### src/rtl/life_pkg.sv
`timescale 1ns/1ps
`default_nettype none
// ============================================================================
// Module   : life_pkg
// Purpose  : Shared types and the Game of Life rule for the life_grid engine.
//            cmd_t   - host command encoding (unlisted codes act as NOP)
//            state_t - engine FSM states
//            life_rule(self, count) - next state of one cell
// Revision : 1.0 - initial release
// ============================================================================
package life_pkg;

  typedef enum logic [2:0] {
    NOP   = 3'd0,
    CLEAR = 3'd1,
    LOAD  = 3'd2,
    READ  = 3'd3,
    STEP  = 3'd4
  } cmd_t;

  typedef enum logic [0:0] {
    IDLE = 1'b0,
    RUN  = 1'b1
  } state_t;

  // Birth on exactly 3 live neighbours, survival on 2 or 3.
  function automatic logic life_rule(input logic self, input logic [3:0] count);
    return (count == 4'd3) || ((count == 4'd2) && self);
  endfunction

endpackage
`default_nettype wire

### src/rtl/life_grid_if.sv
`timescale 1ns/1ps
`default_nettype none
// ============================================================================
// Module   : life_grid_if
// Purpose  : Host-side bus of the life_grid engine.
//            cmd_valid/cmd_ready/cmd - command handshake
//            row_adr/row_data        - LOAD/READ row and LOAD data
//            step_count              - generations requested by STEP
//            rd_valid/rd_data        - READ result
//            busy/done/gen/alive/stable - status
//            master = host side, slave = engine side.
// Revision : 1.0 - initial release
// ============================================================================
interface life_grid_if #(
  parameter int ROWS  = 16,
  parameter int COLS  = 16,
  parameter int GEN_W = 16
) ();
  localparam int AW = $clog2(ROWS);

  logic             cmd_valid;
  logic             cmd_ready;
  logic [2:0]       cmd;
  logic [AW-1:0]    row_adr;
  logic [COLS-1:0]  row_data;
  logic [GEN_W-1:0] step_count;
  logic             rd_valid;
  logic [COLS-1:0]  rd_data;
  logic             busy;
  logic             done;
  logic [GEN_W-1:0] gen;
  logic             alive;
  logic             stable;

  modport master (
    output cmd_valid, cmd, row_adr, row_data, step_count,
    input  cmd_ready, rd_valid, rd_data, busy, done, gen, alive, stable
  );

  modport slave (
    input  cmd_valid, cmd, row_adr, row_data, step_count,
    output cmd_ready, rd_valid, rd_data, busy, done, gen, alive, stable
  );
endinterface
`default_nettype wire

### src/rtl/life_cell.sv
`timescale 1ns/1ps
`default_nettype none
// ============================================================================
// Module   : life_cell
// Purpose  : One registered Game of Life cell.
//            clk, reset   - clock, synchronous active-high reset
//            i_nbr[7:0]   - states of the eight neighbours
//            i_load_en    - write i_load_val into the cell
//            i_clear      - force the cell dead
//            i_step_en    - advance the cell to o_next
//            o_state      - current state
//            o_next       - next-generation state
// Revision : 1.0 - initial release
// ============================================================================
module life_cell
  import life_pkg::*;
(
  input  wire logic       clk,
  input  wire logic       reset,
  input  wire logic [7:0] i_nbr,
  input  wire logic       i_load_en,
  input  wire logic       i_load_val,
  input  wire logic       i_clear,
  input  wire logic       i_step_en,
  output logic            o_state,
  output logic            o_next
);

  logic       r_state;
  logic [3:0] w_count;

  always_comb begin
    w_count = 4'd0;
    for (int k = 0; k < 8; k++) begin
      w_count = w_count + 4'(i_nbr[k]);
    end
  end

  assign o_next  = life_rule(r_state, w_count);
  assign o_state = r_state;

  always_ff @(posedge clk) begin
    if (reset || i_clear) begin
      r_state <= 1'b0;
    end else if (i_load_en) begin
      r_state <= i_load_val;
    end else if (i_step_en) begin
      r_state <= o_next;
    end
  end

endmodule
`default_nettype wire

### src/rtl/life_grid.sv
`timescale 1ns/1ps
`default_nettype none
// ============================================================================
// Module   : life_grid
// Purpose  : ROWS x COLS Game of Life engine with row load/readback and a
//            run-to-completion STEP command that stops early on still life
//            or extinction.
//            clk, reset - clock, synchronous active-high reset
//            bus        - life_grid_if slave port (commands, readback, status)
// Revision : 1.0 - initial release
// ============================================================================
module life_grid
  import life_pkg::*;
#(
  parameter int COLS  = 16,
  parameter int ROWS  = 16,
  parameter int WRAP  = 0,
  parameter int GEN_W = 16
) (
  input wire logic   clk,
  input wire logic   reset,
  life_grid_if.slave bus
);
  localparam int AW = $clog2(ROWS);

  // Cell (r, c) lives at bit r*COLS + c of the flat vectors.
  logic [ROWS*COLS-1:0] w_cells;
  logic [ROWS*COLS-1:0] w_next_cells;

  state_t           r_state, w_state_nxt;
  logic [GEN_W-1:0] r_remaining, w_rem_nxt;
  logic [GEN_W-1:0] r_gen;
  logic             r_stable;
  logic             r_done, w_done_nxt;
  logic             r_rd_valid;
  logic [COLS-1:0]  r_rd_data;
  logic [COLS-1:0]  w_rd_row;

  cmd_t w_cmd;
  logic w_accept;
  logic w_same;
  logic w_dead;
  logic w_step_en;
  logic w_clear;
  logic w_load;

  assign w_cmd     = cmd_t'(bus.cmd);
  assign w_accept  = bus.cmd_valid && (r_state == IDLE);
  assign w_clear   = w_accept && (w_cmd == CLEAR);
  assign w_load    = w_accept && (w_cmd == LOAD);
  assign w_step_en = (r_state == RUN);
  assign w_same    = (w_next_cells == w_cells);
  assign w_dead    = (w_next_cells == '0);

  for (genvar r = 0; r < ROWS; r++) begin : g_row
    for (genvar c = 0; c < COLS; c++) begin : g_col
      logic [7:0] w_nbr;

      // Neighbour k: k=0..2 row above (left, mid, right), k=3/4 same row
      // (left, right), k=5..7 row below (left, mid, right).
      for (genvar k = 0; k < 8; k++) begin : g_nbr
        localparam int DR = (k < 3) ? -1 : ((k < 5) ? 0 : 1);
        localparam int DC = (k == 0 || k == 3 || k == 5) ? -1 :
                            ((k == 1 || k == 6) ? 0 : 1);
        localparam int WR = (r + DR + ROWS) % ROWS;
        localparam int WC = (c + DC + COLS) % COLS;
        localparam bit INSIDE = (r + DR >= 0) && (r + DR < ROWS) &&
                                (c + DC >= 0) && (c + DC < COLS);
        // Inside the grid the wrapped index equals the plain one, so the
        // same tap serves both edge modes; only off-grid taps differ.
        if ((WRAP != 0) || INSIDE) begin : g_tap
          assign w_nbr[k] = w_cells[WR*COLS + WC];
        end else begin : g_dead
          assign w_nbr[k] = 1'b0;
        end
      end

      life_cell u_cell (
        .clk        (clk),
        .reset      (reset),
        .i_nbr      (w_nbr),
        .i_load_en  (w_load && (bus.row_adr == AW'(r))),
        .i_load_val (bus.row_data[c]),
        .i_clear    (w_clear),
        .i_step_en  (w_step_en),
        .o_state    (w_cells[r*COLS + c]),
        .o_next     (w_next_cells[r*COLS + c])
      );
    end
  end

  // Rows at or beyond ROWS match no entry and read back as zero.
  always_comb begin
    w_rd_row = '0;
    for (int r = 0; r < ROWS; r++) begin
      if (int'(bus.row_adr) == r) begin
        w_rd_row = w_cells[r*COLS +: COLS];
      end
    end
  end

  always_comb begin
    w_state_nxt = r_state;
    w_rem_nxt   = r_remaining;
    w_done_nxt  = 1'b0;
    case (r_state)
      IDLE: begin
        if (w_accept && (w_cmd == STEP)) begin
          if (bus.step_count == '0) begin
            w_done_nxt = 1'b1;
          end else begin
            w_state_nxt = RUN;
            w_rem_nxt   = bus.step_count;
          end
        end
      end
      RUN: begin
        w_rem_nxt = r_remaining - GEN_W'(1);
        if ((r_remaining == GEN_W'(1)) || w_same || w_dead) begin
          w_state_nxt = IDLE;
          w_rem_nxt   = '0;
          w_done_nxt  = 1'b1;
        end
      end
      default: begin
        w_state_nxt = IDLE;
      end
    endcase
  end

  always_ff @(posedge clk) begin
    if (reset) begin
      r_state     <= IDLE;
      r_remaining <= '0;
      r_gen       <= '0;
      r_stable    <= 1'b0;
      r_done      <= 1'b0;
      r_rd_valid  <= 1'b0;
      r_rd_data   <= '0;
    end else begin
      r_state     <= w_state_nxt;
      r_remaining <= w_rem_nxt;
      r_done      <= w_done_nxt;
      r_rd_valid  <= w_accept && (w_cmd == READ);
      if (w_accept && (w_cmd == READ)) begin
        r_rd_data <= w_rd_row;
      end
      if (r_state == RUN) begin
        r_gen    <= r_gen + GEN_W'(1);
        r_stable <= w_same;
      end else if (w_clear) begin
        r_gen    <= '0;
        r_stable <= 1'b0;
      end else if (w_load) begin
        r_stable <= 1'b0;
      end
    end
  end

  assign bus.cmd_ready = (r_state == IDLE);
  assign bus.busy      = (r_state == RUN);
  assign bus.done      = r_done;
  assign bus.rd_valid  = r_rd_valid;
  assign bus.rd_data   = r_rd_data;
  assign bus.gen       = r_gen;
  assign bus.stable    = r_stable;
  assign bus.alive     = |w_cells;

endmodule
`default_nettype wire

### src/flat_wrapper.sv
// flat-port wrapper written by rule: the top's interface ports become plain ports
module life_grid_flat import life_pkg::*;
#(
  parameter int COLS  = 16,
  parameter int ROWS  = 16,
  parameter int WRAP  = 0,
  parameter int GEN_W = 16
)
  (clk, reset, bus_cmd_valid, bus_cmd, bus_row_adr, bus_row_data, bus_step_count, bus_cmd_ready, bus_rd_valid, bus_rd_data, bus_busy, bus_done, bus_gen, bus_alive, bus_stable);
  life_grid_if #(.ROWS(ROWS), .COLS(COLS), .GEN_W(GEN_W)) bus_i ();
  input wire logic clk;
  input wire logic reset;
  input wire logic [$bits(bus_i.cmd_valid)-1:0] bus_cmd_valid;
  input wire logic [$bits(bus_i.cmd)-1:0] bus_cmd;
  input wire logic [$bits(bus_i.row_adr)-1:0] bus_row_adr;
  input wire logic [$bits(bus_i.row_data)-1:0] bus_row_data;
  input wire logic [$bits(bus_i.step_count)-1:0] bus_step_count;
  output wire logic [$bits(bus_i.cmd_ready)-1:0] bus_cmd_ready;
  output wire logic [$bits(bus_i.rd_valid)-1:0] bus_rd_valid;
  output wire logic [$bits(bus_i.rd_data)-1:0] bus_rd_data;
  output wire logic [$bits(bus_i.busy)-1:0] bus_busy;
  output wire logic [$bits(bus_i.done)-1:0] bus_done;
  output wire logic [$bits(bus_i.gen)-1:0] bus_gen;
  output wire logic [$bits(bus_i.alive)-1:0] bus_alive;
  output wire logic [$bits(bus_i.stable)-1:0] bus_stable;
  assign bus_i.cmd_valid = bus_cmd_valid;
  assign bus_i.cmd = bus_cmd;
  assign bus_i.row_adr = bus_row_adr;
  assign bus_i.row_data = bus_row_data;
  assign bus_i.step_count = bus_step_count;
  assign bus_cmd_ready = bus_i.cmd_ready;
  assign bus_rd_valid = bus_i.rd_valid;
  assign bus_rd_data = bus_i.rd_data;
  assign bus_busy = bus_i.busy;
  assign bus_done = bus_i.done;
  assign bus_gen = bus_i.gen;
  assign bus_alive = bus_i.alive;
  assign bus_stable = bus_i.stable;
  life_grid #(.COLS(COLS), .ROWS(ROWS), .WRAP(WRAP), .GEN_W(GEN_W)) u_core (.clk(clk), .reset(reset), .bus(bus_i));
endmodule
### config.mk
export PLATFORM = sky130hd
export DESIGN_NAME = life_grid_flat
export DESIGN_NICKNAME = d
export VERILOG_FILES = /design/src/rtl/life_pkg.sv /design/src/rtl/life_grid_if.sv /design/src/rtl/life_cell.sv /design/src/rtl/life_grid.sv /design/src/flat_wrapper.sv
export SDC_FILE = /design/constraint.sdc
export NUM_CORES = 2
export LEC_CHECK = 0
export CORE_AREA = 2 2 301 526
export CTS_CLUSTER_SIZE = 10
export DETAILED_ROUTE_END_ITERATION = 12
export DIE_AREA = 0 0 303 528
export DONT_BUFFER_PORTS = 1
export PLACE_DENSITY = 0.64
export SYNTH_ARGS = -nofsm -noshare
export SYNTH_HDL_FRONTEND = slang
export SYNTH_SLANG_ARGS = --single-unit
### constraint.sdc
create_clock -name clk -period 6 [get_ports clk]
set_input_delay 1.2 -clock clk [delete_from_list [all_inputs] [get_ports clk]]
set_output_delay 1.2 -clock clk [all_outputs]
set_load 0.005 [all_outputs]
==> impl_metrics.toml, run 1 <==
[synthesis]
synthMostInstantiatedCell = "inv_1"
postSynthCellCount = 7265
ys_seq_area_frac = 0.0995
synth_area_sq_um = 62000
yosysUniqueCellTypes = 85
ys_ff_latch = 308
synthFlopType = "dfxtp_1"
synthTopCellsByCount = "inv_1 (1238), fa_1 (900), ha_1 (770)"
synth.area.top_cells = "fa_1 (29%), ha_1 (16%), dfxtp_1 (9.9%)"
syn_nets = 8977
synth.largest_area_cell = "fa_1"
synth_edf_count = 0
synth.top_cell.area_share = 0.291
yosysWarnings = 0
syn_avg_cell_area_sq_um = 8.53
async_flop_share = 0

[die]
rows = 192
die_h_um = 528
chipWidth_um = 303
start_util = 0.398
ios = 80

[place]
port_buffers = 0
hpwl_um = 422000
gp_congestion = 1.34

[global_routing]
gr-total-overflow = 2385
grt_pass1_wl_um = 874000
grt_pass1_vias = 87900
grt_max_degree = 72
grt_use_total = 0.759

[clocking]
root_buffer = "clkbuf_16"
numClockSinks = 308
htree_levels = 2
numCtsBuffers = 45
cts_hold_buf = 0
clk_path_buf_depth = 3

[outcome]
outcome = "did not finish"
haltStage = "global routing (5_1_grt)"
tool.error = "[ERROR GRT-0116] Global routing finished with congestion. Check the congestion regions in the DRC Viewer."
[per-layer routing]
layer	track usage	GRT overflow
met1	0.766	10
met2	0.927	1486
met3	0.598	26
met4	0.737	862
met5	0.267	1
[repair_timing]
action                     4_1_cts
setup buffers                   39
gates cloned                     1
setup endpoints to repair       19
pin swaps                       69
gates resized for setup        202
[kinds of logic after synthesis]
kind of cell | Yosys count | share of synthesized area
AOI/OAI and AO/OA | 1734 | 0.181
xor gates and xnor gates | 3 | 0.000424
adders and majority gates | 1670 | 0.446
buffers and inverters | 1428 | 0.0866
DFF | 308 | 0.0995
muxes | 42 | 0.00826
and+or+nand+nor | 2080 | 0.178
[per-stage QoR]
step / util / hold WS, ps / instance area [sq um] / std cells / setup WS [ps]
2_1_floorplan: - / 449 / 62000 / 7265 / 671
4_1_cts: 0.495 / 520 / 77200 / 10500 / 0.509
3_5_place_dp: 0.479 / 509 / 74700 / 10400 / -1030
3_3_place_gp: 0.479 / 505 / 74700 / 10400 / -2170
==> inputs of run 2 (changes only) <==
Settings changed: CORE_AREA 2 2 301 526 to 2 2 501 503, CTS_CLUSTER_SIZE 10 to default, DIE_AREA 0 0 303 528 to 0 0 503 505, PLACE_DENSITY 0.64 to default, PLACE_DENSITY_LB_ADDON from default to 0.15.
==> run 2 against run 1 <==
  * The flow now finishes, with violations (max-capacitance violations, max-slew violations, negative setup slack)
  * Area after synthesis is the same
  * Synthesized cell count did not move
==> impl_metrics.toml, run 2 <==
[outcome]
outcome = "complete, but fails checks"
violations = "max-capacitance violations, max-slew violations, negative setup slack"

[die]
chipWidth_um = 503
ios = 80
dieArea_sq_um = 254000
die_h_um = 505
start_util = 0.250
core-area_sq_um = 248000
rows = 183

[final_layout]
mostFrequentLayoutCells = "buf_4 (1395), inv_1 (1170), fa_1 (883)"
finalInstanceArea_sq_um = 82600
fillCellCount = 26400
stdcell_count = 12100
nNetsFinal = 10400
drive_gt1_frac = 0.238
layout_commonest_cell = "buf_4"
largest_reg_flops = 256
area_delta_synth_final_pct = 33.3

[synthesis]
synthTopCellsByCount = "inv_1 (1238), fa_1 (900), ha_1 (770)"
synth_area_sq_um = 62000
synth.top_cell.area_share = 0.291
ys_ff_latch = 308
syn_avg_cell_area_sq_um = 8.53
async_flop_share = 0
yosysWarnings = 0
syn_nets = 8977
postSynthCellCount = 7265
yosysUniqueCellTypes = 85
synth_edf_count = 0
synthFlopType = "dfxtp_1"
synth.area.top_cells = "fa_1 (29%), ha_1 (16%), dfxtp_1 (9.9%)"
ys_seq_area_frac = 0.0995
synth.largest_area_cell = "fa_1"
synthMostInstantiatedCell = "inv_1"

[clocking]
cts_hold_buf = 0
tritoncts = "yes"
root_buffer = "clkbuf_16"
clock_latency_ps = 800
path_clk_slew_ps = 60
clk_path_buf_depth = 3
htree_levels = 2
numClockSinks = 308
numCtsBuffers = 57

[setup_path]
rrSetupSlack_ps = -290
cp_num_buf_inv = 7
cp-end-kind = "flop"
worstPathArrival_ps = 6940
cp_cell_sequence = "inv_1, buf_4, fa_1, fa_1, fa_1, inv_1, ha_1, fa_1, a31oi_1, o32ai_2, buf_4, a211oi_2, nand4_1, nor4_4, buf_4, nand4_1, buf_6, and3_1, buf_12, a32oi_2, o311ai_1"
slowest_stage = "fa_1"
reg2reg_to = "u_core.r_remaining[9]"
startpoint_type = "flop"
cp_top_family = "adder cells"
r2r_start = "u_core.g_row[3].g_col[15].u_cell.o_state"
cp_max_fo = 19
reg2reg_depth = 21
required_ps = 6650
cpPeakStageDelay_ps = 560
crit_type = "flop to flop"
crit_path_frequent_cell = "fa_1"

[detailed_routing]
wl_met2_um = 231000
top_layer_used = "met5"
dr_wl_met3_um = 62800
detail-route-antenna-nets = 0
drc = 0
drt-pass1-iter-count = 7
wirelength_um = 576000
drt_iter0_drc = 10400
vias_per_cell = 5.89
wl_met1_um = 226000
wl_per_cell_um = 47.6
vias = 71400

[sta]
setup_ws_ps = -290
fin_tns_setup_ps = -3470
period_needed_ps = 6290
hold_slack_ps = 509
slew_violations = 2
finalCritPeriodShare = 1.05
hold_viol_final = 0
tightest_slew_ps = 1540
finClkSkew_ps = 46.7
rsz0062_at_grt = "true"
finalSetupViolCount = 19
fmax_mhz = 159
relSlewSlack = -0.0312

[power_and_ir_drop]
p_int_uw = 4500
pwr-share-seq = 0.306
peakVddDrop_mv = 0.276
pwr-share-clk = 0.587
power_leakage_uw = 0.0399
net-switching-power_uw = 2250
power_frac_comb = 0.107
powerDensity_nw_per_um2 = 81.6
switching_share = 0.333

[place]
dp_slack_ps = -1090
gp_congestion = 1.15
dp_cells = 11900
port_buffers = 0
hpwl_um = 491000
dpl-instance-area_sq_um = 77900

[worst_hold_path]
min_to = "u_core.bus.stable"
worstHoldStart = "reset"
hold_path_class = "primary input to flop"
min_path_cells = 1

[global_routing]
gr-total-overflow = 0
grt_use_total = 0.443
grt_pass1_vias = 66900
grt_max_degree = 69
grt_pass1_wl_um = 722000
grt_antenna_before_repair = 118

[job]
cap_violations = 1
[run 2: cell counts after synthesis]
Identical to the previous run, type by type.
[run 2: kinds of logic (layout without fill, tap and decap cells)]
family | count (synthesis) | after routing | share of synthesized area
XOR/XNOR | 3 | 3 | 0.000424
AO/OA/AOI/OAI | 1734 | 1734 | 0.181
other | 0 | 66 | 0
AND/OR/NAND/NOR | 2080 | 2080 | 0.178
flip-flops | 308 | 308 | 0.0995
adder cells (fa/ha/maj) | 1670 | 1670 | 0.446
buffers and inverters | 1428 | 2885 | 0.0866
multiplexers | 42 | 42 | 0.00826
[run 2: power by group through the flow]
stage | clock network (uW) | registers [uW] | logic, uW
4_1_cts | 3990 | 2070 | 685
3_3_place_gp | 0 | 2110 | 625
3_5_place_dp | 0 | 2110 | 622
2_1_floorplan | 0 | 2110 | 292
6_report | 3960 | 2070 | 721
5_1_grt | 4020 | 2070 | 720
[run 2: worst max path at each step]
stage                                                    from                     end  slack (ps)  cells after the start
floorplan            u_core.g_row[10].g_col[9].u_cell.o_state   u_core.r_remaining[9]         670                     18
global placement      u_core.g_row[9].g_col[9].u_cell.o_state  u_core.r_remaining[13]       -2190                     22
detailed placement  u_core.g_row[15].g_col[12].u_cell.o_state  u_core.r_remaining[13]       -1090                     21
CTS                 u_core.g_row[15].g_col[13].u_cell.o_state   u_core.r_remaining[9]         0.7                     21
global route          u_core.g_row[7].g_col[9].u_cell.o_state   u_core.r_remaining[2]        -210                     22
finish               u_core.g_row[3].g_col[15].u_cell.o_state   u_core.r_remaining[9]        -290                     21
[run 2: stage by stage]
| step | util | total power (uW) |
|---|---|---|
| global route | 0.332 | 6800 |
| floorplan | - | 2400 |
| CTS | 0.329 | 6740 |
| global placement | 0.314 | 2740 |
| detailed placement | 0.314 | 2730 |
| finish | 0.333 | 6750 |
[run 2: routing by layer]
metal | up-vias | global-route usage
li1 | 28200 | -
met1 | 37100 | 0.551
met2 | 4678 | 0.623
met3 | 1325 | 0.149
met4 | 62 | 0.345
met5 | - | 0
[run 2: what timing repair did]
item,CTS,global route
setup endpoints to repair,19,19
gates cloned,2,0
resized for setup,277,129
pin swaps,91,65
setup buffers,66,26
[run 2: cell type report]
| class | instances | area [sq um] | area share |
|---|---|---|---|
| Clock buffer | 72 | 1560 | 0.0189 |
| Inverter | 1242 | 4770 | 0.0578 |
| Clock inverter | 35 | 474 | 0.00574 |
| Sequential cell | 308 | 6190 | 0.0750 |
| Antenna cell | 66 | 165 | 0.00200 |
| Tap cell | 3330 | 4170 | 0.0504 |
| Multi-Input combinational cell | 5529 | 52200 | 0.632 |
| Timing Repair Buffer | 1536 | 13100 | 0.158 |
No activity file was read; power rests on OpenSTA's default activity.
